## src/rtl/calc_pkg.sv

```systemverilog
// Shared constants for the two-function calculator core: state encodings,
// operation codes and the default datapath width.
package calc_pkg;

   localparam int unsigned CALC_W = 8;

   typedef logic [1:0] calc_state_t;

   localparam calc_state_t S_WAIT_A = 2'b00;
   localparam calc_state_t S_WAIT_B = 2'b01;
   localparam calc_state_t S_SHOW   = 2'b10;

   localparam logic OP_ADD = 1'b0;
   localparam logic OP_SUB = 1'b1;

endpackage

```

## src/rtl/calc_if.sv

```systemverilog
// Switch/key inputs and display/status outputs of the calculator core,
// bundled so the front panel and the core connect through one port.
interface calc_if
   import calc_pkg::*;
#(
   parameter int unsigned WIDTH = CALC_W
) ();

   logic [WIDTH-1:0] sw;
   logic             enter;
   logic             op;
   logic [WIDTH-1:0] tc;
   logic             ovf;
   calc_state_t      state;
   logic             op_led;

   modport master (
      output sw, enter, op,
      input  tc, ovf, state, op_led
   );

   modport slave (
      input  sw, enter, op,
      output tc, ovf, state, op_led
   );

endinterface

```

## src/rtl/key_edge.sv

```systemverilog
// Multi-flop synchronizer with a rising-edge detector on the synchronized
// output; a level held high yields a single one-cycle rise pulse.
module key_edge #(
   parameter int unsigned SYNC_STAGES = 2
) (
   input  logic clk,
   input  logic reset,
   input  logic d,
   output logic q_sync,
   output logic rise
);

   logic [SYNC_STAGES-1:0] sync_q;
   logic                   prev_q;

   always_ff @(posedge clk or posedge reset) begin
      if (reset) begin
         sync_q <= '0;
         prev_q <= 1'b0;
      end else begin
         sync_q <= {sync_q[SYNC_STAGES-2:0], d};
         prev_q <= sync_q[SYNC_STAGES-1];
      end
   end

   assign q_sync = sync_q[SYNC_STAGES-1];
   assign rise   = sync_q[SYNC_STAGES-1] & ~prev_q;

endmodule

```

## src/rtl/calc_core.sv

```systemverilog
// Calculator front end: captures A, then B and the operation on ENTER presses,
// and presents a live operand preview or the add/subtract result with overflow.
module calc_core
   import calc_pkg::*;
#(
   parameter int unsigned WIDTH       = CALC_W,
   parameter int unsigned SYNC_STAGES = 2
) (
   input logic  clk,
   input logic  reset,
   calc_if.slave io
);

   localparam int unsigned Msb = WIDTH - 1;

   logic             enter_pulse;
   logic             enter_sync;
   logic             op_sync;
   logic             op_rise;
   logic             unused_sigs;

   logic [WIDTH-1:0] sw_q;
   logic [WIDTH-1:0] a_q, a_d;
   logic [WIDTH-1:0] tc_q, tc_d;
   logic             ovf_q, ovf_d;
   logic             op_led_q, op_led_d;
   calc_state_t      state_q, state_d;

   logic [WIDTH-1:0] b_eff;
   logic [WIDTH-1:0] sum;
   logic             sum_ovf;

   key_edge #(
      .SYNC_STAGES(SYNC_STAGES)
   ) u_enter_edge (
      .clk   (clk),
      .reset (reset),
      .d     (io.enter),
      .q_sync(enter_sync),
      .rise  (enter_pulse)
   );

   key_edge #(
      .SYNC_STAGES(SYNC_STAGES)
   ) u_op_sync (
      .clk   (clk),
      .reset (reset),
      .d     (io.op),
      .q_sync(op_sync),
      .rise  (op_rise)
   );

   assign unused_sigs = enter_sync ^ op_rise;

   // Subtract as A + ~B + 1; B is the switch value at the moment of the press.
   always_comb begin
      b_eff = (op_sync == OP_SUB) ? ~sw_q : sw_q;
      sum   = a_q + b_eff + {{(WIDTH-1){1'b0}}, op_sync};
      if (op_sync == OP_SUB) begin
         sum_ovf = (a_q[Msb] != sw_q[Msb]) && (sum[Msb] != a_q[Msb]);
      end else begin
         sum_ovf = (a_q[Msb] == sw_q[Msb]) && (sum[Msb] != a_q[Msb]);
      end
   end

   always_comb begin
      state_d  = state_q;
      a_d      = a_q;
      tc_d     = tc_q;
      ovf_d    = ovf_q;
      op_led_d = op_led_q;
      case (state_q)
         S_WAIT_A: begin
            tc_d = sw_q;
            if (enter_pulse) begin
               a_d     = sw_q;
               state_d = S_WAIT_B;
            end
         end
         S_WAIT_B: begin
            tc_d = sw_q;
            if (enter_pulse) begin
               tc_d     = sum;
               ovf_d    = sum_ovf;
               op_led_d = op_sync;
               state_d  = S_SHOW;
            end
         end
         S_SHOW: begin
            if (enter_pulse) begin
               ovf_d   = 1'b0;
               state_d = S_WAIT_A;
            end
         end
         default: begin
            ovf_d   = 1'b0;
            state_d = S_WAIT_A;
         end
      endcase
   end

   always_ff @(posedge clk or posedge reset) begin
      if (reset) begin
         sw_q     <= '0;
         a_q      <= '0;
         tc_q     <= '0;
         ovf_q    <= 1'b0;
         op_led_q <= 1'b0;
         state_q  <= S_WAIT_A;
      end else begin
         sw_q     <= io.sw;
         a_q      <= a_d;
         tc_q     <= tc_d;
         ovf_q    <= ovf_d;
         op_led_q <= op_led_d;
         state_q  <= state_d;
      end
   end

   assign io.tc     = tc_q;
   assign io.ovf    = ovf_q;
   assign io.state  = state_q;
   assign io.op_led = op_led_q;

endmodule

```

## src/flat_wrapper.sv

```systemverilog
// flat-port wrapper written by rule: the top's interface ports become plain ports
module calc_core_flat import calc_pkg::*;
#(
   parameter int unsigned WIDTH       = CALC_W,
   parameter int unsigned SYNC_STAGES = 2
)
  (clk, reset, io_sw, io_enter, io_op, io_tc, io_ovf, io_state, io_op_led);
  calc_if #(.WIDTH(WIDTH)) io_i ();
  input logic clk;
  input logic reset;
  input wire logic [$bits(io_i.sw)-1:0] io_sw;
  input wire logic [$bits(io_i.enter)-1:0] io_enter;
  input wire logic [$bits(io_i.op)-1:0] io_op;
  output wire logic [$bits(io_i.tc)-1:0] io_tc;
  output wire logic [$bits(io_i.ovf)-1:0] io_ovf;
  output wire logic [$bits(io_i.state)-1:0] io_state;
  output wire logic [$bits(io_i.op_led)-1:0] io_op_led;
  assign io_i.sw = io_sw;
  assign io_i.enter = io_enter;
  assign io_i.op = io_op;
  assign io_tc = io_i.tc;
  assign io_ovf = io_i.ovf;
  assign io_state = io_i.state;
  assign io_op_led = io_i.op_led;
  calc_core #(.WIDTH(WIDTH), .SYNC_STAGES(SYNC_STAGES)) u_core (.clk(clk), .reset(reset), .io(io_i));
endmodule
```

## config.mk

```make
export PLATFORM = sky130hd
export DESIGN_NAME = calc_core_flat
export DESIGN_NICKNAME = d
export VERILOG_FILES = /design/src/rtl/calc_pkg.sv /design/src/rtl/calc_if.sv /design/src/rtl/key_edge.sv /design/src/rtl/calc_core.sv /design/src/flat_wrapper.sv
export SDC_FILE = /design/constraint.sdc
export NUM_CORES = 1
export LEC_CHECK = 0
export BUFFER_PORTS_ARGS = -buffer_cell sky130_fd_sc_hd__buf_2
export CORE_ASPECT_RATIO = 1.75
export CORE_MARGIN = 4
export CORE_UTILIZATION = 54
export DETAILED_ROUTE_END_ITERATION = 8
export PLACE_DENSITY_LB_ADDON = 0.3
export SLEW_MARGIN = 0
export SYNTH_ARGS = -nofsm -noshare
export SYNTH_HDL_FRONTEND = slang
export SYNTH_SLANG_ARGS = --single-unit
```

## constraint.sdc

```tcl
create_clock -name clk -period 2.4 [get_ports clk]
set_input_delay 0.24 -clock clk [delete_from_list [all_inputs] [get_ports clk]]
set_output_delay 0.24 -clock clk [all_outputs]
set_load 0.005 [all_outputs]
```

Yosys cells after proc, flatten, opt, wreduce, memory -nomap -nowiden --
Cells that the tools add are included.
Storage, ports and cells: output and inout port bits 12, register bits 33, logic and storage cells 42, bits of input ports 12
Cells by class: equal/unequal tests 8, mux-type cells 11, reductions and logical operators 8, bitwise gates (word level) 4, $add $sub $neg 2
Operators with widths (count):
- $mux W8 | 2
- $pmux W8 S2 | 1
- $add A8 B1 Y8 | 1
- $add A8 B8 Y8 | 1
- $not A8 Y8 | 1
- $mux W2 | 3
- $ne A2 B1 Y1 const B | 3
- $pmux W2 S3 | 1
- $reduce_and A3 Y1 | 2
- $reduce_and A2 Y1 | 2
- $mux W1 | 3
- $pmux W1 S3 | 1
- $eq A2 B1 Y1 const B | 1
- $eq A2 B2 Y1 const B | 1
- $logic_and A1 B1 Y1 | 2
- $logic_not A2 Y1 | 1
- $ne A1 B1 Y1 | 2
- $not A1 Y1 | 2
- $reduce_bool A2 Y1 | 1
- $and A1 B1 Y1 | 1
- $eq A1 B1 Y1 | 1

Longest topological paths before layout --
depth in word-level cells 9, gate-level depth with buffers 8, depth with buffers taken out 7

Modules after synthesis --
Synthesis repeated with hierarchy kept, for this count alone.
Unflattened totals: cells, all modules 126, area total of the unflattened synthesis 1572.8 um^2
By module, submodules not included:
- calc_core | times used 1, cells each 116, area an instance 1387.6 um^2, sequential area each 700.7 um^2
- key_edge | times used 2, cells each 5, area an instance 92.6 um^2, sequential area each 75.1 um^2

Worst setup path after synthesis --
OpenSTA, ideal clock, no wires.
path kind register -> register, start point register u_core.u_op_sync.sync_q[1], end point register u_core.tc_q[6], in the netlist u_core.io.tc[6], data required time 2.326 ns, arrival time 1.846 ns, setup slack 0.480 ns, library setup time 0.074 ns, stages on the path, launching flop included 9, buffers on the path 1, period minus slack after synthesis 1.920 ns, cells stage by stage dfrtp_1 > buf_4 > mux2_2 > fa_1 > a21o_1 > nand2_1 > a21oi_1 > mux2_2 > o21ai_2
On the way: cells in the longest elaborated chain, start to end 5
RTL lines:
- from (decl) | RTL line key_edge.sv:13 | logic [SYNC_STAGES-1:0] sync_q;
- from (signal assigned) | RTL line key_edge.sv:21 | sync_q <= {sync_q[SYNC_STAGES-2:0], d};
- $mux W8 | RTL line calc_core.sv:57 | b_eff = (op_sync == OP_SUB) ? ~sw_q : sw_q;
- $add A8 B8 Y8 | RTL line calc_core.sv:58 | sum = a_q + b_eff + {{(WIDTH-1){1'b0}}, op_sync};
- $add A8 B1 Y8 (*) | RTL line calc_core.sv:58
- $mux W8 (*) | RTL line calc_core.sv:82 | if (enter_pulse) begin
- $pmux W8 S2 (*) | RTL line calc_core.sv:72 | case (state_q)
- to (signal assigned) | RTL line calc_core.sv:113 | tc_q <= tc_d;
- to (decl) | RTL line calc_core.sv:24 | logic [WIDTH-1:0] tc_q, tc_d;
Every way passes the cells marked *; elsewhere a longest branch is shown, timed or not. A chain may end at the register's enable or synchronous reset.

Worst setup path after layout --
Same ends and word-level chain as after synthesis.

==> out/qor.json <==
{
  "vias_per_cell": {"value": 5.74},
  "max_freq": {"value": 0.477, "unit": "GHz"},
  "clock_latency": {"value": 0.28, "unit": "ns"},
  "netlist_top_cells_area": {"value": "sky130_fd_sc_hd__dfrtp_1 (52%), sky130_fd_sc_hd__mux2_2 (7.1%), sky130_fd_sc_hd__xor2_1 (5.0%)"},
  "drt-total-wl": {"value": 2.82, "unit": "mm"},
  "buffer_ports.inserted": {"value": 23},
  "floorplan.initialDensity": {"value": 0.575},
  "synth_common_cells": {"value": "sky130_fd_sc_hd__dfrtp_1 (33), sky130_fd_sc_hd__nand2_1 (13), sky130_fd_sc_hd__mux2_2 (10)"},
  "setup_total_negative_slack": {"value": 0, "unit": "ns"},
  "timing_worst_slew_pin_value": {"value": 0.588, "unit": "ns"},
  "tritoncts": {"value": "done"},
  "fp.coreArea": {"value": 2750, "unit": "µm²"},
  "wire_length_of_the_first_global_routing_pass": {"value": 5.18, "unit": "mm"},
  "grt_max_degree": {"value": 34},
  "final_max_slew_viol_count": {"value": 0},
  "top_level_ports": {"value": 24},
  "clock_sinks": {"value": 33},
  "power.ir.vdd_worst": {"value": 0.620, "unit": "mV"},
  "deepest_clock_path_buffer_count": {"value": 2},
  "power.density": {"value": 1190, "unit": "nW/µm²"},
  "final_net_count": {"value": 176},
  "yosysUniqueCellTypes": {"value": 39},
  "synth_seq_area_share": {"value": 0.522},
  "route.antenna.remaining_nets": {"value": 0},
  "rr_endpoint": {"value": "u_core.io.tc[6]"},
  "die_outline_area": {"value": 3890, "unit": "µm²"},
  "yosys_warnings": {"value": 0},
  "final.setup_skew": {"value": 0.00225, "unit": "ns"},
  "postSynthNetCount": {"value": 149},
  "worstSetupStartpoint": {"value": "u_core.u_op_sync.sync_q[1]"},
  "cts_made_buffers": {"value": 5},
  "final-hold-violation-count": {"value": 0},
  "synthMostInstantiatedCell": {"value": "sky130_fd_sc_hd__dfrtp_1"},
  "dr_iter_0_viols": {"value": 13},
  "holdCritPathClass": {"value": "input pin to asynchronous set/reset pin"},
  "ffs_latches_synth": {"value": 33},
  "detailed_place.area": {"value": 1710, "unit": "µm²"},
  "gp_congestion": {"value": 0.839},
  "hpwl_after_detailed_placement": {"value": 2.12, "unit": "mm"},
  "worst_ep_required_time": {"value": 2.61, "unit": "ns"},
  "via_count": {"value": 1057},
  "place_inst": {"value": 177},
  "critPathCapture": {"value": "u_core.io.tc[6]"},
  "cts.repair.resized": {"value": 0},
  "root_buffer": {"value": "sky130_fd_sc_hd__clkbuf_8"},
  "crit_type": {"value": "flop to flop"},
  "n_antenna_cell": {"value": 0},
  "track_usage": {"value": 0.170},
  "stdcell_count": {"value": 184},
  "htree_levels": {"value": 2},
  "final_worst_path_period_need": {"value": 2.10, "unit": "ns"},
  "drc": {"value": 0},
  "hold-worst-slack": {"value": 0.0301, "unit": "ns"},
  "area_growth": {"value": 13.4, "unit": "%"},
  "die_h": {"value": 79.6, "unit": "µm"},
  "cell_area_synth": {"value": 1580, "unit": "µm²"},
  "max-slew-margin-rel": {"value": 0.608},
  "clkTransAtPathRegs": {"value": 0.06, "unit": "ns"},
  "netlist_instances": {"value": 130},
  "dr.pass1.iters": {"value": 4},
  "num_rows": {"value": 25},
  "number_of_maximum_capacitance_constraint_violations": {"value": 0},
  "rsz_0062_raised_after_global_routing": {"value": "false"},
  "final_min_period_over_clock_period": {"value": 0.873},
  "fin_area": {"value": 1790, "unit": "µm²"},
  "antenna_found_initial": {"value": 0},
  "worst_r2r_path_depth": {"value": 7},
  "finalSetupViolCount": {"value": 0},
  "crit_path_max_fanout": {"value": 9},
  "syn-mean-instance-area": {"value": 12.2, "unit": "µm²"},
  "synth_edf_count": {"value": 0},
  "yosys.area.top_type": {"value": "sky130_fd_sc_hd__dfrtp_1"},
  "r2r_setup_slack": {"value": 0.30, "unit": "ns"},
  "worst_ep_arrival_time": {"value": 2.30, "unit": "ns"},
  "post-cts-setup-buffer-count": {"value": 0},
  "yosys.area.top_type_share": {"value": 0.522},
  "r2r_path_start": {"value": "u_core.u_op_sync.sync_q[1]"},
  "grt.overflow.total": {"value": 0},
  "routedWlPerCell": {"value": 15.3, "unit": "µm"},
  "crit_path_end_kind": {"value": "flop"},
  "synth_flop_cell": {"value": "sky130_fd_sc_hd__dfrtp_1"},
  "outcome": {"value": "finished, final reports clean"},
  "leakagePower": {"value": 0.828, "unit": "nW"},
  "first_global_vias": {"value": 1137},
  "cts_stage_hold_buffer_count": {"value": 0},
  "layout-drive-gt1-share": {"value": 0.331},
  "die_width": {"value": 48.9, "unit": "µm"},
  "critPathLaunchType": {"value": "flop"},
  "synth-async-reset-ratio": {"value": 1.00}
}
## cell usage in the layout (no fill, tap or decap), types with 4 or more instances in the layout
master | Yosys | layout
sky130_fd_sc_hd__dfrtp_1 | 33 | 33
sky130_fd_sc_hd__buf_2 | 1 | 23
sky130_fd_sc_hd__nand2_1 | 13 | 13
sky130_fd_sc_hd__mux2_2 | 10 | 10
sky130_fd_sc_hd__xor2_1 | 9 | 9
sky130_fd_sc_hd__nor2_1 | 7 | 7
sky130_fd_sc_hd__o21ai_0 | 6 | 6
sky130_fd_sc_hd__ha_1 | 6 | 6
sky130_fd_sc_hd__clkbuf_8 | 0 | 6
sky130_fd_sc_hd__xnor2_1 | 5 | 5
sky130_fd_sc_hd__a22oi_1 | 4 | 4
sky130_fd_sc_hd__a21oi_1 | 4 | 4
## routing by layer
metal | GRT usage | part of all wire | vias to the layer above
met2 | 0.285 | 0.54 | 33
li1 | - | - | 504
met1 | 0.191 | 0.38 | 513
met3 | 0.0486 | 0.062 | 7
met5 | 0 | 0 | -
met4 | 0.0916 | 0.025 | 0
## critical path: stages, from the launching register on
cell	delay [ns]
sky130_fd_sc_hd__dfrtp_1	0.54
sky130_fd_sc_hd__mux2_2	0.37
sky130_fd_sc_hd__fa_1	0.41
sky130_fd_sc_hd__a21o_1	0.19
sky130_fd_sc_hd__nand2_1	0.07
sky130_fd_sc_hd__a21oi_1	0.06
sky130_fd_sc_hd__mux2_2	0.28
sky130_fd_sc_hd__o21ai_2	0.10
## registers in the layout, summed over array words and instances, names as in the netlist
name                        cells
u_core.sw_q                     8
u_core.io.state                 2
u_core.u_op_sync.sync_q         2
u_core.io.op_led                1
u_core.a_q                      8
u_core.io.ovf                   1
u_core.u_enter_edge.sync_q      2
u_core.io.tc                    8
u_core.u_enter_edge.prev_q      1
## where the power goes
group	internal [W]	switching [W]
Clock	0.000227	0.000176
Combinational	0.000442	0.000433
Sequential	0.000724	0.000140
Total	0.00139	0.000749
## layout make-up
class,count,area [µm²]
Fill cell,229,960
Clock buffer,7,86.3
Multi-Input combinational cell,89,706
Timing Repair Buffer,25,130
Sequential cell,33,826
Tap cell,27,33.8
Inverter,3,11.3
## metrics by stage
| step | setup WS [ns] | total power [W] | util |
|---|---|---|---|
| final | 0.305 | 0.00214 | 0.651 |
| after global routing | 0.152 | 0.00233 | 0.651 |
| after CTS | 0.294 | 0.00217 | 0.651 |
| after detailed placement | 0.304 | 0.00175 | 0.620 |
| after global placement | 0.369 | 0.00171 | 0.620 |
| after floorplan | 0.480 | 0.00151 | - |
## cell families after synthesis
kind of cell,count (synthesis),synth area share
fa+ha+maj,8,0.0665
simple gates,31,0.111
flops,33,0.522
xor+xnor,14,0.0775
mux,11,0.0775
buf+inv,8,0.0316
compound gates,25,0.114
## how the worst min path moves through the flow
stage	startpoint	endpoint	slack [ns]	cells after the start
detailed placement	reset	u_core.io.tc[0]	0.35	3
finish	reset	u_core.sw_q[0]	0.03	3
floorplan	io_sw[0]	u_core.sw_q[0]	0.27	0
global placement	reset	u_core.io.tc[0]	0.34	3
global route	io_sw[7]	u_core.sw_q[7]	0.05	1
CTS	reset	u_core.io.tc[1]	0.05	3
(Power assumes the default switching activity.)
